$ cat config.mk
export PLATFORM = sky130hd
export DESIGN_NAME = qpsk_shaping_filter
export DESIGN_NICKNAME = d
export VERILOG_FILES = /design/src/rtl/qpsk_shaping_filter.sv
export SDC_FILE = /design/constraint.sdc
export NUM_CORES = 1
export LEC_CHECK = 0
export CORE_ASPECT_RATIO = 1.4
export CORE_MARGIN = 5
export CORE_UTILIZATION = 50
export DETAILED_ROUTE_END_ITERATION = 10
export PLACE_DENSITY = 0.67
export SLEW_MARGIN = 5
export SYNTH_ARGS = -nofsm -noshare
export SYNTH_HDL_FRONTEND = slang
export SYNTH_HIERARCHICAL = 1
export SYNTH_SLANG_ARGS = --single-unit
$ cat constraint.sdc
create_clock -name clk -period 19.2 [get_ports clk]
set_input_delay 3.84 -clock clk [delete_from_list [all_inputs] [get_ports clk]]
set_output_delay 3.84 -clock clk [all_outputs]
set_load 0.1 [all_outputs]
$ cat src/rtl/qpsk_shaping_filter.sv
// QPSK pulse-shaping interpolator.
// Each accepted bit pair becomes a pair of +/-1 symbols. The symbols are
// upsampled by OSR through an OSR*NSYM-tap polyphase FIR whose
// coefficients can be written at run time. When no symbol is offered at a
// symbol boundary, a zero symbol is stuffed in its place. After NSYM
// stuffed zeros in a row the delay line is empty, so the block drops back
// to IDLE.

// One rail (I or Q): add, subtract or skip each tap, then clamp the sum
// to the OUT_W signed range.
module qpsk_rail_mac #(
  parameter int NSYM   = 4,
  parameter int COEF_W = 14,
  parameter int OUT_W  = 16
) (
  input  logic [NSYM-1:0]             nz,
  input  logic [NSYM-1:0]             neg,
  input  logic [NSYM-1:0][COEF_W-1:0] taps,
  output logic [OUT_W-1:0]            sample
);
  // One guard bit above COEF_W+clog2(NSYM) keeps the full-scale sum exact.
  localparam int SW = COEF_W + $clog2(NSYM) + 1;
  localparam int XW = (SW > OUT_W) ? SW : OUT_W;
  localparam logic signed [XW-1:0] MAXV = {{(XW-OUT_W+1){1'b0}}, {(OUT_W-1){1'b1}}};
  localparam logic signed [XW-1:0] MINV = {{(XW-OUT_W+1){1'b1}}, {(OUT_W-1){1'b0}}};

  logic signed [XW-1:0] acc;

  // Symbols are only +1, -1 or 0, so no multipliers are needed.
  always_comb begin
    acc = '0;
    for (int k = 0; k < NSYM; k++) begin
      if (nz[k]) begin
        if (neg[k]) acc = acc - XW'($signed(taps[k]));
        else        acc = acc + XW'($signed(taps[k]));
      end
    end
  end

  // Clamp to the output range. When OUT_W is wide enough, this is just a sign extension.
  always_comb begin
    if (acc > MAXV)      sample = MAXV[OUT_W-1:0];
    else if (acc < MINV) sample = MINV[OUT_W-1:0];
    else                 sample = acc[OUT_W-1:0];
  end
endmodule

module qpsk_shaping_filter #(
  parameter int OSR    = 4,
  parameter int NSYM   = 4,
  parameter int COEF_W = 14,
  parameter int OUT_W  = 16
) (
  input  logic                          clk,
  input  logic                          rst,
  input  logic                          gate,
  input  logic                          bit1,
  input  logic                          bit2,
  input  logic                          sym_valid,
  output logic                          sym_ready,
  input  logic                          coef_we,
  input  logic [$clog2(OSR*NSYM)-1:0]   coef_addr,
  input  logic [COEF_W-1:0]             coef_data,
  output logic [OUT_W-1:0]              real_out,
  output logic [OUT_W-1:0]              imag_out,
  output logic                          out_valid,
  output logic                          underrun,
  output logic                          busy
);
  localparam int NTAPS = OSR * NSYM;
  localparam int AW    = $clog2(NTAPS);
  localparam int PW    = $clog2(OSR);
  localparam int ZW    = $clog2(NSYM + 1);

  typedef enum logic {IDLE, RUN} state_t;

  state_t                        state, state_n;
  logic [PW-1:0]                 phase, phase_n;
  logic [ZW-1:0]                 zero_cnt, zero_cnt_n;
  logic [NTAPS-1:0][COEF_W-1:0]  coef;
  // Per-rail delay line: rail 0 = I, rail 1 = Q. Each entry is {nz, neg}.
  // An entry with nz = 0 is a stuffed zero.
  logic [1:0][NSYM-1:0]          d_nz, d_neg;
  logic [NSYM-1:0][COEF_W-1:0]   taps;
  logic [1:0][OUT_W-1:0]         sample;
  logic [1:0]                    sym_bits;
  logic                          last_phase, accept, shift, stuff;

  assign sym_bits   = {bit2, bit1};
  assign last_phase = (phase == PW'(OSR - 1));
  assign sym_ready  = gate && (state == IDLE || last_phase);
  assign accept     = sym_ready && sym_valid;
  assign busy       = (state == RUN);

  // Polyphase tap select: delay entry k at phase p uses coef[k*OSR + p].
  for (genvar k = 0; k < NSYM; k++) begin : g_tap
    assign taps[k] = coef[AW'(k * OSR) + AW'(phase)];
  end

  // Both rails share the same tap set.
  for (genvar r = 0; r < 2; r++) begin : g_rail
    qpsk_rail_mac #(.NSYM(NSYM), .COEF_W(COEF_W), .OUT_W(OUT_W)) u_mac (
      .nz    (d_nz[r]),
      .neg   (d_neg[r]),
      .taps  (taps),
      .sample(sample[r])
    );
  end

  // Next-state logic: symbol boundaries, zero stuffing and the drop back to IDLE.
  always_comb begin
    state_n    = state;
    phase_n    = phase;
    zero_cnt_n = zero_cnt;
    shift      = 1'b0;
    stuff      = 1'b0;
    if (gate) begin
      case (state)
        IDLE: if (accept) begin
          state_n    = RUN;
          phase_n    = '0;
          zero_cnt_n = '0;
        end
        RUN: if (last_phase) begin
          shift   = 1'b1;
          phase_n = '0;
          if (accept) zero_cnt_n = '0;
          else begin
            stuff      = 1'b1;
            zero_cnt_n = zero_cnt + ZW'(1);
            if (zero_cnt == ZW'(NSYM - 1)) begin
              state_n = IDLE;
              phase_n = PW'(OSR - 1);
            end
          end
        end else begin
          phase_n = phase + PW'(1);
        end
        default: ;
      endcase
    end
  end

  // State, phase and zero-run counter registers.
  always_ff @(posedge clk or posedge rst) begin
    if (rst) begin
      state    <= IDLE;
      phase    <= PW'(OSR - 1);
      zero_cnt <= '0;
    end else begin
      state    <= state_n;
      phase    <= phase_n;
      zero_cnt <= zero_cnt_n;
    end
  end

  // Coefficient RAM. Writes ignore gate and state. Addresses at or above NTAPS match no tap.
  always_ff @(posedge clk or posedge rst) begin
    if (rst) begin
      coef            <= '0;
      coef[NTAPS / 2] <= COEF_W'(1) << (COEF_W - 2);
    end else begin
      for (int i = 0; i < NTAPS; i++)
        if (coef_we && coef_addr == AW'(i)) coef[i] <= coef_data;
    end
  end

  // Delay line and registered outputs. Samples use pre-edge coefficients and delay line.
  always_ff @(posedge clk or posedge rst) begin
    if (rst) begin
      d_nz      <= '0;
      d_neg     <= '0;
      real_out  <= '0;
      imag_out  <= '0;
      out_valid <= 1'b0;
      underrun  <= 1'b0;
    end else if (!gate) begin
      out_valid <= 1'b0;
      underrun  <= 1'b0;
    end else if (state == IDLE) begin
      real_out  <= '0;
      imag_out  <= '0;
      out_valid <= 1'b0;
      underrun  <= 1'b0;
      if (accept) begin
        for (int r = 0; r < 2; r++) begin
          d_nz[r][0]  <= 1'b1;
          d_neg[r][0] <= sym_bits[r];
        end
      end
    end else begin
      real_out  <= sample[0];
      imag_out  <= sample[1];
      out_valid <= 1'b1;
      underrun  <= stuff;
      if (shift) begin
        for (int r = 0; r < 2; r++) begin
          for (int k = 1; k < NSYM; k++) begin
            d_nz[r][k]  <= d_nz[r][k-1];
            d_neg[r][k] <= d_neg[r][k-1];
          end
          d_nz[r][0]  <= accept;
          d_neg[r][0] <= accept && sym_bits[r];
        end
      end
    end
  end
endmodule

; Word-level counts from Yosys, hierarchy flattened
; Index checks and enable logic that the tools add are counted.
[totals]
reg_bits = 280
input_bits = 25
[classes]
addsub = 18
n_lt_le_gt_ge = 8
eq_ne = 20
n_mux = 62
bitwise = 1
n_reduce_logical = 27
[op_table]
columns = operator, n
row1 = $mux 17, 16
row2 = $bmux 14 s4, 3
row3 = $add 17x14->17, 6
row4 = $sub 17x14->17, 6
row5 = $mux 16, 6
row6 = $mux 14, 4
row7 = $gt 17x16->1 const B, 2
row8 = $lt 17x16->1 const B, 2
row9 = $eq 4x4->1 const B, 8
row10 = $bmux 14 s2, 1
row11 = $logic_and 1x1->1, 20
row12 = $mux 1, 20
row13 = $eq 4x3->1 const B, 4
row14 = $lt 4x5->1 const B, 3
row15 = $sub 1x14->15 const A, 1
row16 = $mux 5, 2
row17 = $mux 3, 3
row18 = $reduce_and 3->1, 3
row19 = $eq 4x2->1 const B, 2
row20 = $mux 2, 4
row21 = $pmux 3 s2, 1
row22 = $lt 2x5->1 const B, 1
row23 = $add 3x2->4 const A, 1
row24 = $add 3x3->4 const A, 1
row25 = other kinds (15), 16

; Depth between registers and ports, before layout
; Gate-level depths: netlist (run 1).
[logic_depth]
depth_word = 18
ltp_mapped = 41
depth_no_buf = 38

; Hierarchy
; The synthesis (run 1) kept the hierarchy.
[modules_own_cells]
columns = module, instances, cells_each, area_each_um2
row1 = qpsk_shaping_filter, 1, 777, 11835.1
row2 = qpsk_rail_mac at g_rail[0].u_mac, 1, 658, 4668.2
row3 = qpsk_rail_mac at g_rail[1].u_mac, 1, 632, 4450.5

; Worst setup path before layout (run 1)
; Ideal clock, no wire load.
[synth_timing]
path_kind = input to output
startpoint = in gate
endpoint = out sym_ready
arrival_time_ns = 5.057
required_ns = 15.360
path_slack_ns = 10.303
stages = 3
path_buffers = 2
cell_sequence = buf_2 and2_1 clkbuf_1
[synth_between]
elab_chain_len = 1
[synth_rtl]
columns = element, line_no
row1 = "start, declared", 56  ; input logic gate,
row2 = $logic_and 1x1->1, 91  ; assign sym_ready = gate && (state == IDLE || last_phase);
row3 = "end, declared", 60  ; output logic sym_ready,
; Every way passes these cells.

; Worst setup path after layout (run 1)
; Same ends and word-level chain as after synthesis.

==> results of run 1 <==
[routing by layer]
metal / vias to the layer above / global-route usage, % / share of wire [%]
met2: 337 / 42.20 / 52
met5: - / 0 / 0
li1: 7481 / - / -
met1: 7849 / 26.99 / 39
met4: 0 / 10.86 / 5.1
met3: 123 / 1.886 / 3.3
[cell usage after synthesis (all sizes together), types with 22 or more instances]
master	n
xnor2	130
a31oi	26
nor2	130
and2	22
buf	35
ha	103
nor3	46
mux4	57
a21oi	104
nand2b	22
maj3	31
a21o	27
nand3	29
mux2i	26
clkbuf	64
inv	127
xor2	35
dfrtp	273
o21ai	101
mux2	279
nand2	133
[sequential cells by signal (all words and copies together), names as in the netlist]
register	cells
busy	1
coef	224
d_neg	8
d_nz	4
imag_out	16
out_valid	1
phase	2
real_out	16
underrun	1
zero_cnt	3
[per-stage QoR]
step,util [%],setup WS [ps],std cells,hold slack (ps)
6_report,55.45,9248,2636,502.3
5_1_grt,55.45,8976,2636,512.6
4_1_cts,55.45,9247,2636,504.6
3_5_place_dp,53.12,9241,2585,490.6
3_3_place_gp,53.12,9279,2585,481.0
2_1_floorplan,-,7756,2067,473.8
[cell families after synthesis]
group	count (synthesis)	share of synthesized area (%)
and+or+nand+nor	499	12.09
AOI/OAI and AO/OA	397	12.49
muxes	362	22.38
DFF	276	32.98
buffers and inverters	226	4.425
xor gates and xnor gates	167	7.327
adders and majority gates	140	8.318
[worst max-delay path, stage by stage]
cell and delay [ps]:
clkdlybuf4s50_1 450, buf_4 330, and2_1 310, clkdlybuf4s50_1 1170
[final timing paths]
path / start / to / slack, ps
worst max-delay path: gate / sym_ready / 9250
worst min-delay path: coef[141] / coef[141] / 500
worst max register to register: phase[1] / imag_out[1] / 9650
worst min register to register: coef[141] / coef[141] / 500
max in group asynchronous: rst / coef[81] / 12780
min in group asynchronous: rst / zero_cnt[0] / 3860
[cell type report]
cell class | instances | area, um^2 | share of cell area, %
clock buffers | 41 | 820.8 | 3.585
clock inverters | 10 | 137.6 | 0.6012
flip-flops and latches | 276 | 6915 | 30.21
inverters | 127 | 484.2 | 2.115
well taps | 540 | 675.6 | 2.951
repair buffers | 77 | 728.2 | 3.181
multi-input cells | 1565 | 13130 | 57.36
[cells in the final DEF (no fill, tap or decap), types with 25 or more instances in the layout]
| master | n |
|---|---|
| mux2_2 | 277 |
| dfrtp_1 | 272 |
| nand2_1 | 133 |
| xnor2_1 | 127 |
| nor2_1 | 124 |
| inv_1 | 123 |
| ha_1 | 103 |
| a21oi_1 | 101 |
| o21ai_0 | 85 |
| clkdlybuf4s50_1 | 60 |
| mux4_2 | 57 |
| nor3_1 | 46 |
| xor2_1 | 32 |
| nand3_1 | 29 |
| clkbuf_16 | 29 |
| a21o_1 | 27 |
| mux2i_1 | 26 |
| a31oi_1 | 25 |
==> metrics.cfg, run 1 <==
[status]
status = completed

[sta]
finalSetupViolations = 0
worstMarginPinSlew_ps = 1068
fin_crit_ps = 9952
slew_headroom_pct = 28.81
fmax_ghz = 0.1005
rsz0062_at_grt = false
drv_slew = 0
finClkSkew_ps = 19.17
fin_crit_sh_pct = 51.83
fin_tns_setup_ps = 0
finalHoldViolations = 0

[global_routing]
grt_pass1_wl_um = 85530
grt.overflow.total = 0
grt_max_degree = 115
antenna_found_initial = 0
first_global_vias = 16197
grt_use_total_pct = 22.98

[logic_synthesis]
synthTopCellsByArea = dfrtp_1 (33%), mux2_2 (15%), ha_1 (6.2%), mux4_2 (6.1%), xnor2_1 (5.3%)
synth_fp_nets = 2201
yosysUniqueCellTypes = 101
synth-edff-count = 0
syn_area_per_cell_um2 = 10.14
synthesis.area_um2 = 20950
ys_warn_count = 6
syn_inst = 2067
synth_top_cell_by_area = dfrtp_1
synth_top_area_share_pct = 32.60
async_flop_share_pct = 100.0
ys_seq_area_share_pct = 32.98
ys_ff_latch = 276
synth_top_flop_cell = dfrtp_1

[floorplan]
die_w_um = 183.0
initial_utilization_pct = 50.75
die-area_um2 = 46160
die_h_um = 252.2
num_rows = 88
io-pin-count = 61
core_area_um2 = 41290

[clock_tree]
cts_tree = done
cts_buffers = 28
cts_buffer_depth = 3
postCtsSetupBuffers = 0
path_clk_slew_ps = 60
h-tree-depth = 1
clock-sinks = 276
cts_hold_buf = 0
cts_root_buf = clkbuf_16
clk_latency_ps = 560
ctsResizeCount = 0

[worst_setup_path]
critPathKind = in -> out
rr_worst_depth = 34
crit_fanout = 41
startpoint_type = input port
cp.arrival_ps = 6110
critPathRequiredTime_ps = 15360
endpoint_kind = output port

[cells_and_area]
n_antenna_cell = 0
nNetsFinal = 2209
drive_above_1_share_pct = 22.52
final_area_um2 = 22890
fill_cells = 3613
area_growth_pct = 9.255

[drt]
finalWirelength_um = 53860
drc = 0
drt_iter0_drc = 969
vias_per_cell = 5.990
ant_nets = 0
wl_per_cell_um = 20.43
drt-pass1-iter-count = 5
vias = 15790

[placed_design]
gp_congestion = 0.9059
place_hpwl_um = 40080
numPortBuffers = 60
place_area_um2 = 21930

[flow_run]
drv_cap = 0

[hold_path]
min_path_type = reg -> reg
holdPathStages = 1

Power of run 1 is not shown: default switching activity piles up to over one toggle a cycle in this logic, so the estimate is an artifact.
==> run 2: changes to the inputs <==
- PLACE_DENSITY: 0.67 -> 0.69
- clock period: 19.2 -> 8.5 ns (I/O delays scaled with it)
==> run 2 against run 1 <==
  * Clock-buffer cell count shrank 2
  * Final area grew 2.4%
  * Non-clock buffer count grew 52
  * Critical endpoint is now real_out[3]
==> metrics.cfg, run 2 (synthesis results as in run 1) <==
[clock_tree]
cts_root_buf = clkbuf_16
clk_latency_ps = 560
path_clk_slew_ps = 70
cts_hold_buf = 0
h-tree-depth = 1
cts_buffers = 28
clock-sinks = 276
cts_buffer_depth = 3
cts_tree = done

[sta]
fin_tns_setup_ps = 0
drv_slew = 0
fin_crit_ps = 8264
slew_headroom_pct = 17.35
finalSetupViolations = 0
fin_crit_sh_pct = 97.22
finClkSkew_ps = 15.16
worstMarginPinSlew_ps = 1240
rsz0062_at_grt = true
finalHoldViolations = 0
fmax_ghz = 0.1210

[cells_and_area]
fin_cells = 2686
layout.area.seq_um2 = 6915
final_area_um2 = 23440
top_register = coef
fill_cells = 3493
multiInputGateArea_um2 = 13330
largest_register_ffs = 224
drive_above_1_share_pct = 25.91
area_growth_pct = 11.88
final_util_pct = 56.78
layout_common_cells = mux2_2 (278), dfrtp_1 (272), nand2_1 (132)
nNetsFinal = 2261
n_antenna_cell = 0
layout_commonest_cell = mux2_2
largestRegisters = coef x224, imag_out x16, real_out x16

[floorplan]
io-pin-count = 61
num_rows = 88
core_area_um2 = 41290
die-area_um2 = 46160
die_h_um = 252.2
die_w_um = 183.0
initial_utilization_pct = 50.75

[drt]
drc = 0
ant_nets = 0
drt_iter0_drc = 1069
vias = 16252
wl_per_cell_um = 20.92
drt-pass1-iter-count = 5
vias_per_cell = 6.051
finalWirelength_um = 56180

[worst_setup_path]
path_delay_family = compound AO/OA/AOI/OAI gates
crit_fanout = 8
cp.arrival_ps = 8680
slowest_stage = dfstp_4
startpoint_type = flop
critPathRequiredTime_ps = 8920
critPathBufInv = 1
critPathKind = reg -> reg
cp_slowest_stage_delay_ps = 680
endpoint_kind = flop

[global_routing]
grt_use_total_pct = 23.94
antenna_found_initial = 0
first_global_vias = 16800
grt_max_degree = 116
grt_pass1_wl_um = 89570
grt.overflow.total = 0

[flow_run]
drv_cap = 0

[placed_design]
gp_congestion = 0.9341
numPortBuffers = 60
place_hpwl_um = 41910
place_area_um2 = 22200
dp.cells = 2620

[status]
status = completed

[hold_path]
min_path_type = reg -> reg

run 2: per-layer routing:
metal	GRT usage, %	vias to the layer above	part of all wire [%]
met2	43.39	382	51
met1	27.34	8114	38
met4	13.50	0	6.6
met5	0	-	0
met3	2.462	174	3.8
li1	-	7582	-
run 2: area by class of cell:
| class | count | share of cell area (%) |
|---|---|---|
| multi-input combinational | 1565 | 56.86 |
| sequential | 276 | 29.50 |
| timing repair buffer | 129 | 4.926 |
| clock buffer | 39 | 3.427 |
| tap | 540 | 2.882 |
| inverter | 127 | 2.050 |
| clock inverter | 10 | 0.3576 |
run 2: final timing paths:
check	slack [ps]	to	depth (start not counted)	startpoint
worst min-delay path	500	coef[28]	1	coef[28]
min in group asynchronous	1870	zero_cnt[2]	3	rst
worst max-delay path	240	real_out[3]	35	phase[0]
max in group asynchronous	5010	coef[23]	4	rst
worst min register to register	500	coef[28]	1	coef[28]
worst max register to register	240	real_out[3]	35	phase[0]
run 2: repair_timing:
action                                  CTS  global route
buffers inserted                          4            13
pin swaps                                 1             9
gates resized for setup                   2            45
endpoints found under the setup margin   15            32
run 2: stage by stage:
step / worst slack (ps) / hold WS [ps]
after CTS: 14.36 / 501.0
after floorplan: 593.8 / 473.8
final: 236.4 / 499.9
after detailed placement: -63.15 / 487.2
after global routing: -99.42 / 511.5
after global placement: 150.9 / 481.2
run 2: worst register-to-register path: cells and delay by family (launching register included):
family                     cells  cell delay [ps]
xor gates and xnor gates       4              650
buffers and inverters          1              210
muxes                          2              940
DFF                            1              680
adders and majority gates      4             1280
and+or+nand+nor               10             1680
AOI/OAI and AO/OA             14             2650
Power of run 2 is left out for the same reason.
